File: src/rtl/demux_dispatch.sv
// demux_dispatch: buffers one valid/ready word and issues it to a demux channel
// with a single-cycle strobe, using round-robin or addressed channel selection.
module demux_dispatch #(
  parameter int NUMOUT = 4,
  parameter int WIDTH  = 8,
  parameter int SBITS  = 2
) (
  input  logic              CK,
  input  logic              CLR,
  input  logic [WIDTH-1:0]  F,
  input  logic              FV,
  output logic              FR,
  input  logic [SBITS-1:0]  A,
  input  logic              MODE,
  input  logic [NUMOUT-1:0] RDY,
  output logic [WIDTH-1:0]  X,
  output logic [SBITS-1:0]  S,
  output logic              E,
  output logic [7:0]        CNT,
  output logic              ERR
);
  typedef enum logic [1:0] {IDLE, WAIT, ISSUE} state_t;
  state_t state_q, state_d;
  logic [WIDTH-1:0] x_q, x_d;
  logic [SBITS-1:0] s_q, s_d, p_q, p_d, a_q, a_d, rr_t, tgt;
  logic [SBITS:0] idx;
  logic [7:0] cnt_q, cnt_d;
  logic e_q, e_d, err_q, err_d, mode_q, mode_d;
  logic found, go, take, drop;
  // Scan downward so the last hit is the first ready channel at or after P.
  always_comb begin
    found = 1'b0;
    rr_t = '0;
    idx = '0;
    for (int k = NUMOUT - 1; k >= 0; k--) begin
      idx = {1'b0, p_q} + (SBITS+1)'(k);
      idx = idx >= (SBITS+1)'(NUMOUT) ? idx - (SBITS+1)'(NUMOUT) : idx;
      if (|(RDY & (NUMOUT'(1) << idx))) begin
        found = 1'b1;
        rr_t = idx[SBITS-1:0];
      end
    end
  end
  assign go   = mode_q ? |(RDY & (NUMOUT'(1) << a_q)) : found;
  assign tgt  = mode_q ? a_q : rr_t;
  assign take = FV && state_q != WAIT;
  assign drop = MODE && ({1'b0, A} >= (SBITS+1)'(NUMOUT));
  assign FR   = state_q != WAIT;
  always_comb begin
    state_d = state_q;
    x_d = x_q;
    s_d = s_q;
    e_d = 1'b0;
    cnt_d = cnt_q;
    err_d = err_q;
    p_d = p_q;
    mode_d = mode_q;
    a_d = a_q;
    if (state_q == WAIT && go) begin
      state_d = ISSUE;
      s_d = tgt;
      e_d = 1'b1;
    end
    if (state_q == ISSUE) begin
      state_d = IDLE;
      cnt_d = cnt_q + 8'd1;
      p_d = mode_q ? p_q : (s_q == SBITS'(NUMOUT - 1) ? '0 : s_q + 1'b1);
    end
    // A rejected address leaves the previously issued word visible on X.
    if (take) begin
      state_d = drop ? IDLE : WAIT;
      err_d = err_q | drop;
      x_d = drop ? x_q : F;
      mode_d = drop ? mode_q : MODE;
      a_d = drop ? a_q : A;
    end
  end
  always_ff @(posedge CK or negedge CLR) begin
    if (!CLR) begin
      state_q <= IDLE;
      x_q <= '0;
      s_q <= '0;
      e_q <= 1'b0;
      cnt_q <= '0;
      err_q <= 1'b0;
      p_q <= '0;
      mode_q <= 1'b0;
      a_q <= '0;
    end else begin
      state_q <= state_d;
      x_q <= x_d;
      s_q <= s_d;
      e_q <= e_d;
      cnt_q <= cnt_d;
      err_q <= err_d;
      p_q <= p_d;
      mode_q <= mode_d;
      a_q <= a_d;
    end
  end
  assign X = x_q;
  assign S = s_q;
  assign E = e_q;
  assign CNT = cnt_q;
  assign ERR = err_q;
endmodule

File: config.mk
export PLATFORM = sky130hd
export DESIGN_NAME = demux_dispatch
export DESIGN_NICKNAME = d
export VERILOG_FILES = /design/src/rtl/demux_dispatch.sv
export SDC_FILE = /design/constraint.sdc
export NUM_CORES = 1
export LEC_CHECK = 0
export ABC_AREA = 1
export BUFFER_PORTS_ARGS = -buffer_cell sky130_fd_sc_hd__buf_4
export CORE_MARGIN = 2
export CORE_UTILIZATION = 46
export CTS_CLUSTER_DIAMETER = 120
export DETAILED_ROUTE_END_ITERATION = 12
export PLACE_DENSITY = 0.74
export SETUP_SLACK_MARGIN = 0.2
export SYNTH_ARGS = -nofsm -noshare
export SYNTH_HDL_FRONTEND = slang
export SYNTH_SLANG_ARGS = --single-unit
File: constraint.sdc
create_clock -name CK -period 1.5 [get_ports CK]
set_input_delay 0.075 -clock CK [delete_from_list [all_inputs] [get_ports CK]]
set_output_delay 0.075 -clock CK [all_outputs]
set_load 0.005 [all_outputs]
# Yosys cells after proc, flatten, opt, wreduce, memory -nomap -nowiden
# Cells that the tools add are included.
[op_classes]
magnitude_cmp = 4
bitwise_logic = 6
n_eq_ne = 4
mux = 19
addsub = 9
n_reduce_logical = 9
shifts = 5
[ops]
columns = ["op", "count"]
rows = [
  ["bitwise AND 4 bit", 5],
  ["OR reduction 4 bit", 5],
  ["2-to-1 mux 2 bit", 9],
  ["left shift 1 x 3 -> 4 bit (first input constant)", 4],
  ["2-to-1 mux 3 bit", 4],
  [">= comparator 3 bit (second input constant)", 3],
  ["subtractor 3 bit (second input constant)", 3],
  ["adder 8 x 1 -> 8 bit (second input constant)", 1],
  ["adder 2 x 2 -> 3 bit (second input constant)", 2],
  ["2-to-1 mux 1 bit", 6],
  ["equality test 2 bit (second input constant)", 2],
  ["left shift 1 x 2 -> 4 bit (first input constant)", 1],
  ["adder 2 x 1 -> 3 bit (second input constant)", 1],
  [">= comparator 2 x 3 -> 1 bit (second input constant)", 1],
  ["nonzero test 3 bit", 1],
  ["subtractor 2 x 3 -> 3 bit (second input constant)", 1],
  ["adder 2 x 1 -> 2 bit (second input constant)", 1],
  ["equality test 2 x 1 -> 1 bit (second input constant)", 1],
  ["logical AND 1 bit", 2],
  ["!= test 2 x 1 -> 1 bit (second input constant)", 1],
  ["AND reduction 2 bit", 1],
  ["inverter 1 bit", 1],
]
[word_totals]
out_inout_bits = 21
inputBits = 18
wordCells = 64
reg_bits = 26

# Longest topological paths before layout
# Gate-level depths: netlist of the first run.
[depth]
word_depth = 15
mapped_depth = 13
mapped_depth_nobuf = 13

# Least setup slack after synthesis of the first run
# Ideal clock, no wire load.
[synth_path]
path_kind = "register -> register"
startpoint = "reg p_q[0]"
endpoint = "reg s_q[0] (netlist: S[0])"
stages_incl_launch_ff = 13
synth_period_minus_slack_ns = 1.440
path_slack_ns = 0.060
n_path_buf = 0
required_time_ns = 1.384
arrival_time_ns = 1.323
setup_ns = 0.116
path_cell_list = "dfrtp_1 inv_1 ha_1 nand2_1 nand2_2 inv_2 nand2_2 nor2_2 nand3_2 nand2_4 inv_2 nand2_1 nand2_1"
[synth_via]
elab_chain_len = 12
elab_cells_between_ends = 38
cone_classes = "add/sub (7); order compare (4); shift (4); mux (14); bitwise (4); reduce/logical (5)"
[synth_rtl]
columns = ["item", "line_no", "text"]
rows = [
  ["start, declared", "25", "logic [SBITS-1:0] s_q, s_d, p_q, p_d, a_q, a_d, rr_t, tgt;"],
  ["start signal, assigned", "96", "p_q <= p_d;"],
  ["adder 2 x 2 -> 3 bit", "36", "idx = {1'b0, p_q} + (SBITS+1)'(k);"],
  ["subtractor 3 bit or >= comparator 3 bit (tied branches)", "37", "idx = idx >= (SBITS+1)'(NUMOUT) ? idx - (SBITS+1)'(NUMOUT) : idx;"],
  ["2-to-1 mux 3 bit", "37", ""],
  ["left shift 1 x 3 -> 4 bit", "38", "if (|(RDY & (NUMOUT'(1) << idx))) begin"],
  ["bitwise AND 4 bit", "38", ""],
  ["OR reduction 4 bit", "38", ""],
  ["2-to-1 mux 1 bit (4 in a row)", "38", ""],
  ["2-to-1 mux 1 bit", "44", "assign go = mode_q ? |(RDY & (NUMOUT'(1) << a_q)) : found;"],
  ["logical AND 1 bit", "59", "if (state_q == WAIT && go) begin"],
  ["end signal, assigned", "82", "s_q <= '0;"],
  ["end signal, assigned", "92", "s_q <= s_d;"],
  ["end, declared", "25", ""],
]
# Several ways; a longest one is shown, not always the timed one.
# A chain may end at the register's enable or synchronous reset.

# Final worst setup path of the first run
# Ends and elaborated chain as after synthesis.

==> results.yml, run 1 <==
outcome:
  status: "complete, but fails checks"
  violations: "setup timing"
clocking:
  insertion_delay_ns: 0.32
  clkTransAtPathRegs_ns: 0.14
  root_buffer: "clkbuf_4"
  clockBufferDepth: 2
  numCtsBuffers: 3
  cts_tree: "built"
  cts.htree.levels: 1
  clock_sinks: 26
worst_setup_path:
  crit_path_end_kind: "flip-flop"
  reg2reg_from: "p_q[0]"
  crit_type: "reg2reg"
  crit_required_ns: 1.74
  critPathLaunchType: "flip-flop"
  critical_path.max_fanout: 5
  startpoint: "p_q[0]"
  cp.arrival_ns: 1.80
synthesis:
  synth_top_cell_area_share: 0.4514
  synthArstFlopShare: 1.000
  yosys.area.top_type: "dfrtp_1"
  synth_common_cells: "48 x nand2_1, 26 x dfrtp_1, 11 x nor2_1"
  synth.top_cells.by_area: "dfrtp_1 45%, nand2_1 13%, ha_1 5.2%"
  yosys_warnings: 0
  syn-cell-area_sq_um: 1441
  synth_edf_count: 0
  synth_flop_cell: "dfrtp_1"
  ys_types: 27
  syn_inst: 156
  synthMostInstantiatedCell: "nand2_1"
  synth_nets: 180
  ys_seq_area_frac: 0.4514
  syn_avg_cell_area_sq_um: 9.240
  synth-seq-cells: 26
global_route:
  antenna_found_initial: 0
  grt_overflow: 0
  grt_usage: 0.1786
  grt_max_degree: 27
  grt_pass1_wl_mm: 4.871
  grt_pass1_vias: 1069
floorplan:
  dieHeight_um: 59.98
  initial_core_util: 0.4760
  die_w_um: 59.98
  core_area_sq_um: 3028
  ioPinCount: 39
  die_area_sq_um: 3597
  num_rows: 20
place:
  place_hpwl_mm: 2.240
  port_buffers: 37
  post_dp_cell_area_sq_um: 1757
  place_congestion: 0.8260
job:
  drv_cap: 0
sta:
  rsz0062_at_grt: "yes"
  setup_tns_ns: -0.1610
  max_clock_freq_mhz: 638.9
  slew_viol_final: 0
  fin_ws_ns: -0.06508
  period_needed_ns: 1.565
  finalClockSkew_ns: 0.009074
  setup_viol: 4
  min_period_over_period: 1.043
  finalHoldViolations: 0
layout:
  finalNetCount: 241
  drive_gt1_frac: 0.5000
  utilization: 0.7128
  num_antenna_cells: 0
  area_delta_synth_final_pct: 49.74
  design_area_sq_um: 2158
route:
  routed_via_density: 4.873
  drt_iter0_markers: 63
  ant_nets: 0
  detail_route.first_pass.iterations: 4
  routed_wl_mm: 3.653
  wl_per_cell_um: 14.05
  drc: 0
  vias: 1267
pwr:
  p_leak_nw: 1.065
  ir_worst_vdd_mv: 0.9609
  total_power_mw: 4.023
  powerDensity_nw_per_um2: 1864
worst_hold_path:
  min_from: "A[0]"
  hold_class: "in2reg"
-- critical path, cell delays in order, from the launching register on --
cell and delay, ns:
dfrtp_2 0.46, inv_4 0.07, ha_4 0.18, nand2_2 0.08, nand2_2 0.08, inv_2 0.06, nand2_2 0.04, nor2_2 0.12
nand3_2 0.12, nand2_4 0.13, inv_4 0.05, nand2_2 0.05, nand2_1 0.04
-- worst paths after layout --
kind / slack (ns) / endpoint / depth (start not counted)
worst max-delay path: -0.07 / S[0] / 12
worst min-delay path: 0.03 / a_q[0] / 3
worst max register to register: -0.07 / S[0] / 12
worst min register to register: 0.51 / CNT[7] / 1
max in group asynchronous: 1.06 / p_q[1] / 2
min in group asynchronous: 0.18 / X[3] / 2
-- cells by family after synthesis --
kind of cell	after synthesis	synth area share
multiplexers	9	0.08073
flip-flops	26	0.4514
buffers and inverters	17	0.05816
adder cells (fa/ha/maj)	6	0.05208
AO/OA/AOI/OAI	8	0.03299
AND/OR/NAND/NOR	82	0.2795
XOR/XNOR	7	0.04254
other	1	0.002602
-- where the power goes --
group	internal, mW	leakage, nW	switching, mW
Combinational	1.16	0.727	1.18
Sequential	1.00	0.317	0.322
Clock	0.148	0.0210	0.207
-- sequential cells by signal, indices dropped and copies added (netlist names) --
name     cells
X            8
a_q          2
p_q          2
S            2
E            1
state_q      2
mode_q       1
CNT          8
-- metal layers --
metal	wire length, um	track usage	vias to the layer above
li1	-	-	613
met1	1462	0.2452	603
met2	1986	0.2919	43
met3	150	0.03030	8
met4	53	0.04762	0
met5	0	0	-
-- cell type report --
class	instances	area, sq um
multi-input cells	114	884.6
fillers	215	869.6
repair buffers	57	462.9
inverters	15	66.31
flip-flops and latches	26	653.1
well taps	44	55.05
clock buffers	4	36.28
-- cell usage in the layout (no fill, tap or decap), drive strengths merged --
master / count
nand2: 55
buf: 46
dfrtp: 26
nor2: 18
inv: 15
dlygate4sd3: 11
mux2: 9
ha: 6
a21oi: 5
xor2: 4
clkbuf: 4
nand4: 4
nand3: 4
o21ai: 3
xnor2: 3
nand3b: 1
nor3: 1
conb: 1
-- per-stage QoR --
stage               hold slack [ns]  setup slack (ns)  instances
finish                      0.03343          -0.06508        260
global placement          -0.005552          -0.01234        235
detailed placement       -0.0002172          -0.06669        235
global route                0.04403           -0.1668        260
floorplan                   -0.2206            0.1059        156
CTS                         0.04737          -0.05871        251
-- timing repair --
| action | CTS | global route |
|---|---|---|
| endpoints found under the setup margin | 14 | 13 |
| gates resized for setup | 3 | 37 |
| endpoints found under the hold margin | 36 | 0 |
| setup buffers | 1 | 8 |
| hold buffers | 11 | 0 |
| cloned | 0 | 1 |
| pin swaps | 1 | 26 |
(Power assumes the default switching activity.)
==> inputs of run 2 (changes only) <==
BUFFER_PORTS_ARGS = default   (was -buffer_cell sky130_fd_sc_hd__buf_4)
CORE_UTILIZATION = 56   (was 46)
DONT_BUFFER_PORTS = 1   (was default)
==> results.yml, run 2 (synthesized netlist as in run 1, its figures left out) <==
worst_setup_path:
  startpoint: "p_q[1]"
  cp.arrival_ns: 1.81
  critPathLaunchType: "flip-flop"
  slowest_stage: "dfrtp_1"
  crit_type: "reg2reg"
  cpPeakStageDelay_ns: 0.45
  reg2reg_from: "p_q[1]"
  path_cells: "inv_2 > ha_4 > nand2_2 > nand4_1 > nor2_2 > nand3_2 > nand2_4 > nor2_1 > nand2_1 > nand2_1"
  crit_top_cell: "nand2_1"
  crit_path_end_kind: "flip-flop"
  crit_required_ns: 1.74
  critical_path.max_fanout: 5
global_route:
  grt_usage: 0.2107
  grt_pass1_wl_mm: 4.512
  grt_overflow: 0
  grt_max_degree: 27
  antenna_found_initial: 0
  grt_pass1_vias: 1088
sta:
  period_needed_ns: 1.565
  max_clock_freq_mhz: 639.0
  finalHoldViolations: 0
  rsz0062_at_grt: "yes"
  setup_viol: 3
  min_period_over_period: 1.043
  slew_viol_final: 0
  finalClockSkew_ns: 0.003182
  fin_ws_ns: -0.06495
clocking:
  clock_sinks: 26
  cts_tree: "built"
  insertion_delay_ns: 0.33
  numCtsBuffers: 3
  root_buffer: "clkbuf_4"
  cts.htree.levels: 1
  clockBufferDepth: 2
  clkTransAtPathRegs_ns: 0.13
pwr:
  p_clk_frac: 0.103
  p_leak_nw: 0.8775
  pwr-share-comb: 0.514
  power_frac_seq: 0.383
  ir_worst_vdd_mv: 1.415
  swShare: 0.4456
  switchingPower_mw: 1.575
  powerDensity_nw_per_um2: 1915
  intPower_mw: 1.959
  total_power_mw: 3.534
layout:
  mostFrequentLayoutCell: "nand2_1"
  area_delta_synth_final_pct: 28.04
  layoutNonFillerInstCount: 212
  layout_common_cells: "43 x nand2_1, 23 x dfrtp_1, 13 x dlygate4sd3_1, 9 x inv_2, 9 x buf_4"
  num_antenna_cells: 0
  finalNetCount: 207
  drive_gt1_frac: 0.3736
  register_area_sq_um: 654.4
  fillCellCount: 178
  multiInputGateArea_sq_um: 843.3
  design_area_sq_um: 1846
place:
  port_buffers: 0
  pre_cts_ws_ns: -0.06290
  post_dp_cell_area_sq_um: 1461
  place_congestion: 0.7548
  place_hpwl_mm: 2.038
  placed_cells: 184
floorplan:
  ioPinCount: 39
  dieHeight_um: 54.74
  num_rows: 18
  initial_core_util: 0.5872
  core_area_sq_um: 2455
  die_w_um: 54.74
  die_area_sq_um: 2996
outcome:
  violations: "setup timing"
  status: "complete, but fails checks"
route:
  wl_per_cell_um: 16.15
  drt_iter0_markers: 16
  drc: 0
  routed_via_density: 5.439
  routed_wl_mm: 3.423
  vias: 1153
  detail_route.first_pass.iterations: 4
  ant_nets: 0
worst_hold_path:
  hold_class: "in2reg"
  min_from: "RDY[0]"
job:
  drv_cap: 0
## run 2: final timing paths
| check | endpoint | depth (start not counted) | slack (ns) |
|---|---|---|---|
| setup / recovery | S[1] | 10 | -0.06 |
| hold / removal | E | 4 | 0.1 |
| setup reg to reg | S[1] | 10 | -0.06 |
| hold reg to reg | CNT[7] | 1 | 0.52 |
| max in group asynchronous | CNT[0] | 2 | 1.18 |
| min in group asynchronous | CNT[7] | 2 | 0.16 |
## run 2: layout make-up
cell class                 count  area share
tap                           30     0.02034
inverter                      15     0.03051
sequential                    26      0.3546
multi-input combinational    114      0.4569
timing repair buffer          23      0.1180
clock buffer                   4     0.01966
## run 2: timing repair
action | 4_1_cts | 5_1_grt
pin swaps | 1 | 15
buffers inserted | 2 | 7
resized for setup | 5 | 20
endpoints found under the hold margin | 39 | 0
hold buffers | 14 | 0
setup endpoints to repair | 14 | 17
gates cloned | 0 | 1
## run 2: per-layer routing
metal  track usage  share of wire  wire [um]
met5             0              0          0
met4       0.05833         0.0091         31
met3       0.03552          0.043        147
met2        0.4048           0.56       1903
met1        0.2336           0.39       1341
## run 2: critical path: cells and delay by family, from the launching register on
family	cells	cell delay (ns)
buf+inv	1	0.10
fa+ha+maj	1	0.19
flops	1	0.45
simple gates	8	0.73
## run 2: through the flow
| stage | setup TNS [ns] | hold WS (ns) | util |
|---|---|---|---|
| after floorplan | 0 | -0.2206 | - |
| after global placement | -0.03242 | -0.2202 | 0.5953 |
| after detailed placement | -0.1218 | -0.2203 | 0.5953 |
| after CTS | -0.1143 | 0.09416 | 0.6906 |
| after global routing | -0.4109 | 0.09327 | 0.7518 |
| final | -0.1878 | 0.09757 | 0.7518 |
## run 2: power groups by stage
stage               clock network (mW)  logic [mW]  registers (mW)
global placement                     0        1.34            1.30
detailed placement                   0        1.39            1.31
floorplan                            0        1.22            1.24
CTS                              0.356        1.54            1.31
finish                           0.363        1.82            1.35
global route                     0.390        1.97            1.39
==> inputs of run 3 (changes only) <==
clock period = 1.3 ns   (was 1.5 ns; I/O delays follow)
==> results.yml, run 3 (synthesized netlist as in run 1, its figures left out) <==
route:
  routed_wl_mm: 3.256
  wl_per_cell_um: 15.00
  drc: 0
  vias: 1165
  drt_iter0_markers: 32
  routed_via_density: 5.369
  ant_nets: 0
  detail_route.first_pass.iterations: 4
worst_setup_path:
  cp.arrival_ns: 1.83
  crit_type: "reg2reg"
  rrSetupSlack_ns: -0.29
  path_cells: "inv_2 > ha_2 > nand2_1 > nand4_1 > nor2_2 > nand3_2 > nand2_4 > inv_2 > nand2_1 > nand2_1"
  crit_family: "simple AND/OR/NAND/NOR gates"
  cpPeakStageDelay_ns: 0.42
  slowest_stage: "dfrtp_1"
  reg2reg_depth: 10
  crit_path_end_kind: "flip-flop"
  crit_top_cell: "nand2_1"
  critPathLaunchType: "flip-flop"
  critical_path.max_fanout: 5
  reg2reg_to: "S[0]"
  reg2reg_from: "p_q[0]"
  worst-path-buf-inv: 2
  crit_required_ns: 1.54
global_route:
  grt_overflow: 0
  grt_usage: 0.2484
  antenna_found_initial: 0
  grt_pass1_wl_mm: 5.202
  grt_max_degree: 27
  grt_pass1_vias: 1182
place:
  pre_cts_ws_ns: -0.2351
  port_buffers: 0
  place_hpwl_mm: 2.092
  post_dp_cell_area_sq_um: 1518
  place_congestion: 0.8286
  placed_cells: 189
layout:
  drive_gt1_frac: 0.3690
  layout_common_cells: "47 x nand2_1, 25 x dfrtp_1, 14 x dlygate4sd3_1, 9 x nor2_1, 9 x mux2_4"
  finalNetCount: 212
  mostFrequentLayoutCell: "nand2_1"
  layoutNonFillerInstCount: 217
  utilization: 0.7737
  num_antenna_cells: 0
  design_area_sq_um: 1899
  area_delta_synth_final_pct: 31.77
sta:
  hold_slack_ns: 0.09680
  rsz0062_at_grt: "yes"
  finalClockSkew_ns: 0.002251
  min_period_over_period: 1.221
  fin_ws_ns: -0.2874
  finalHoldViolations: 0
  period_needed_ns: 1.587
  max_clock_freq_mhz: 630.0
  setup_viol: 5
  slew_viol_final: 0
floorplan:
  dieHeight_um: 54.74
  num_rows: 18
  die_w_um: 54.74
  initial_core_util: 0.5872
  ioPinCount: 39
  die_area_sq_um: 2996
  core_area_sq_um: 2455
clocking:
  clkTransAtPathRegs_ns: 0.14
  clockBufferDepth: 2
  cts_tree: "built"
  root_buffer: "clkbuf_4"
  insertion_delay_ns: 0.33
  clock_sinks: 26
  cts.htree.levels: 1
  numCtsBuffers: 3
worst_hold_path:
  hold_path_depth: 4
  hold_class: "in2reg"
  hold_path_end: "E"
  min_from: "RDY[0]"
pwr:
  ir_worst_vdd_mv: 1.671
  p_leak_nw: 0.9305
  powerDensity_nw_per_um2: 2197
outcome:
  status: "complete, but fails checks"
  violations: "setup timing"
job:
  drv_cap: 0
[run 3: worst min-delay path, cell delays in order]
cell and delay [ns]:
a21oi_2 0.13, nor2_2 0.07, nand2_4 0.08, inv_2 0.05
[run 3: per-stage QoR]
| step | TNS (ns) | power, mW |
|---|---|---|
| finish | -1.165 | 4.173 |
| global route | -1.506 | 4.438 |
| CTS | -1.015 | 4.038 |
| detailed placement | -0.9707 | 3.285 |
| global placement | -0.6526 | 3.199 |
| floorplan | -0.2638 | 2.903 |
[run 3: area by class of cell]
cell class | count | area (sq um)
Fill cell | 158 | 555.5
Inverter | 15 | 63.81
Timing Repair Buffer | 28 | 280.3
Tap cell | 30 | 37.54
Clock buffer | 4 | 36.28
Sequential cell | 26 | 651.9
Multi-Input combinational cell | 114 | 829.5
[run 3: per-layer routing]
metal,routed length [um],track usage,share of wire
met1,1257,0.2814,0.39
met5,0,0,0
met2,1831,0.4702,0.56
met4,28,0.07500,0.0086
met3,138,0.03825,0.042
[run 3: worst max path at each step]
stage	start	to	slack, ns	cells after the start
after floorplan	p_q[0]	S[0]	-0.09	12
after global placement	p_q[0]	S[0]	-0.18	12
after detailed placement	p_q[0]	S[0]	-0.24	10
after CTS	p_q[0]	S[0]	-0.24	10
after global routing	p_q[1]	S[0]	-0.36	11
final	p_q[0]	S[0]	-0.29	10
[run 3: power breakdown]
group / total, mW / internal (mW) / leakage (nW) / switching, mW
Sequential: 1.49 / 1.15 / 0.319 / 0.339
Clock: 0.417 / 0.172 / 0.0210 / 0.245
Combinational: 2.26 / 1.03 / 0.591 / 1.23
Total: 4.17 / 2.36 / 0.930 / 1.81
[run 3: what timing repair did]
item,CTS,global route
buffers inserted,7,1
pin swaps,14,8
hold buffers,14,1
resized for setup,22,6
endpoints found under the setup margin,22,27
gates cloned,1,0
endpoints found under the hold margin,37,4
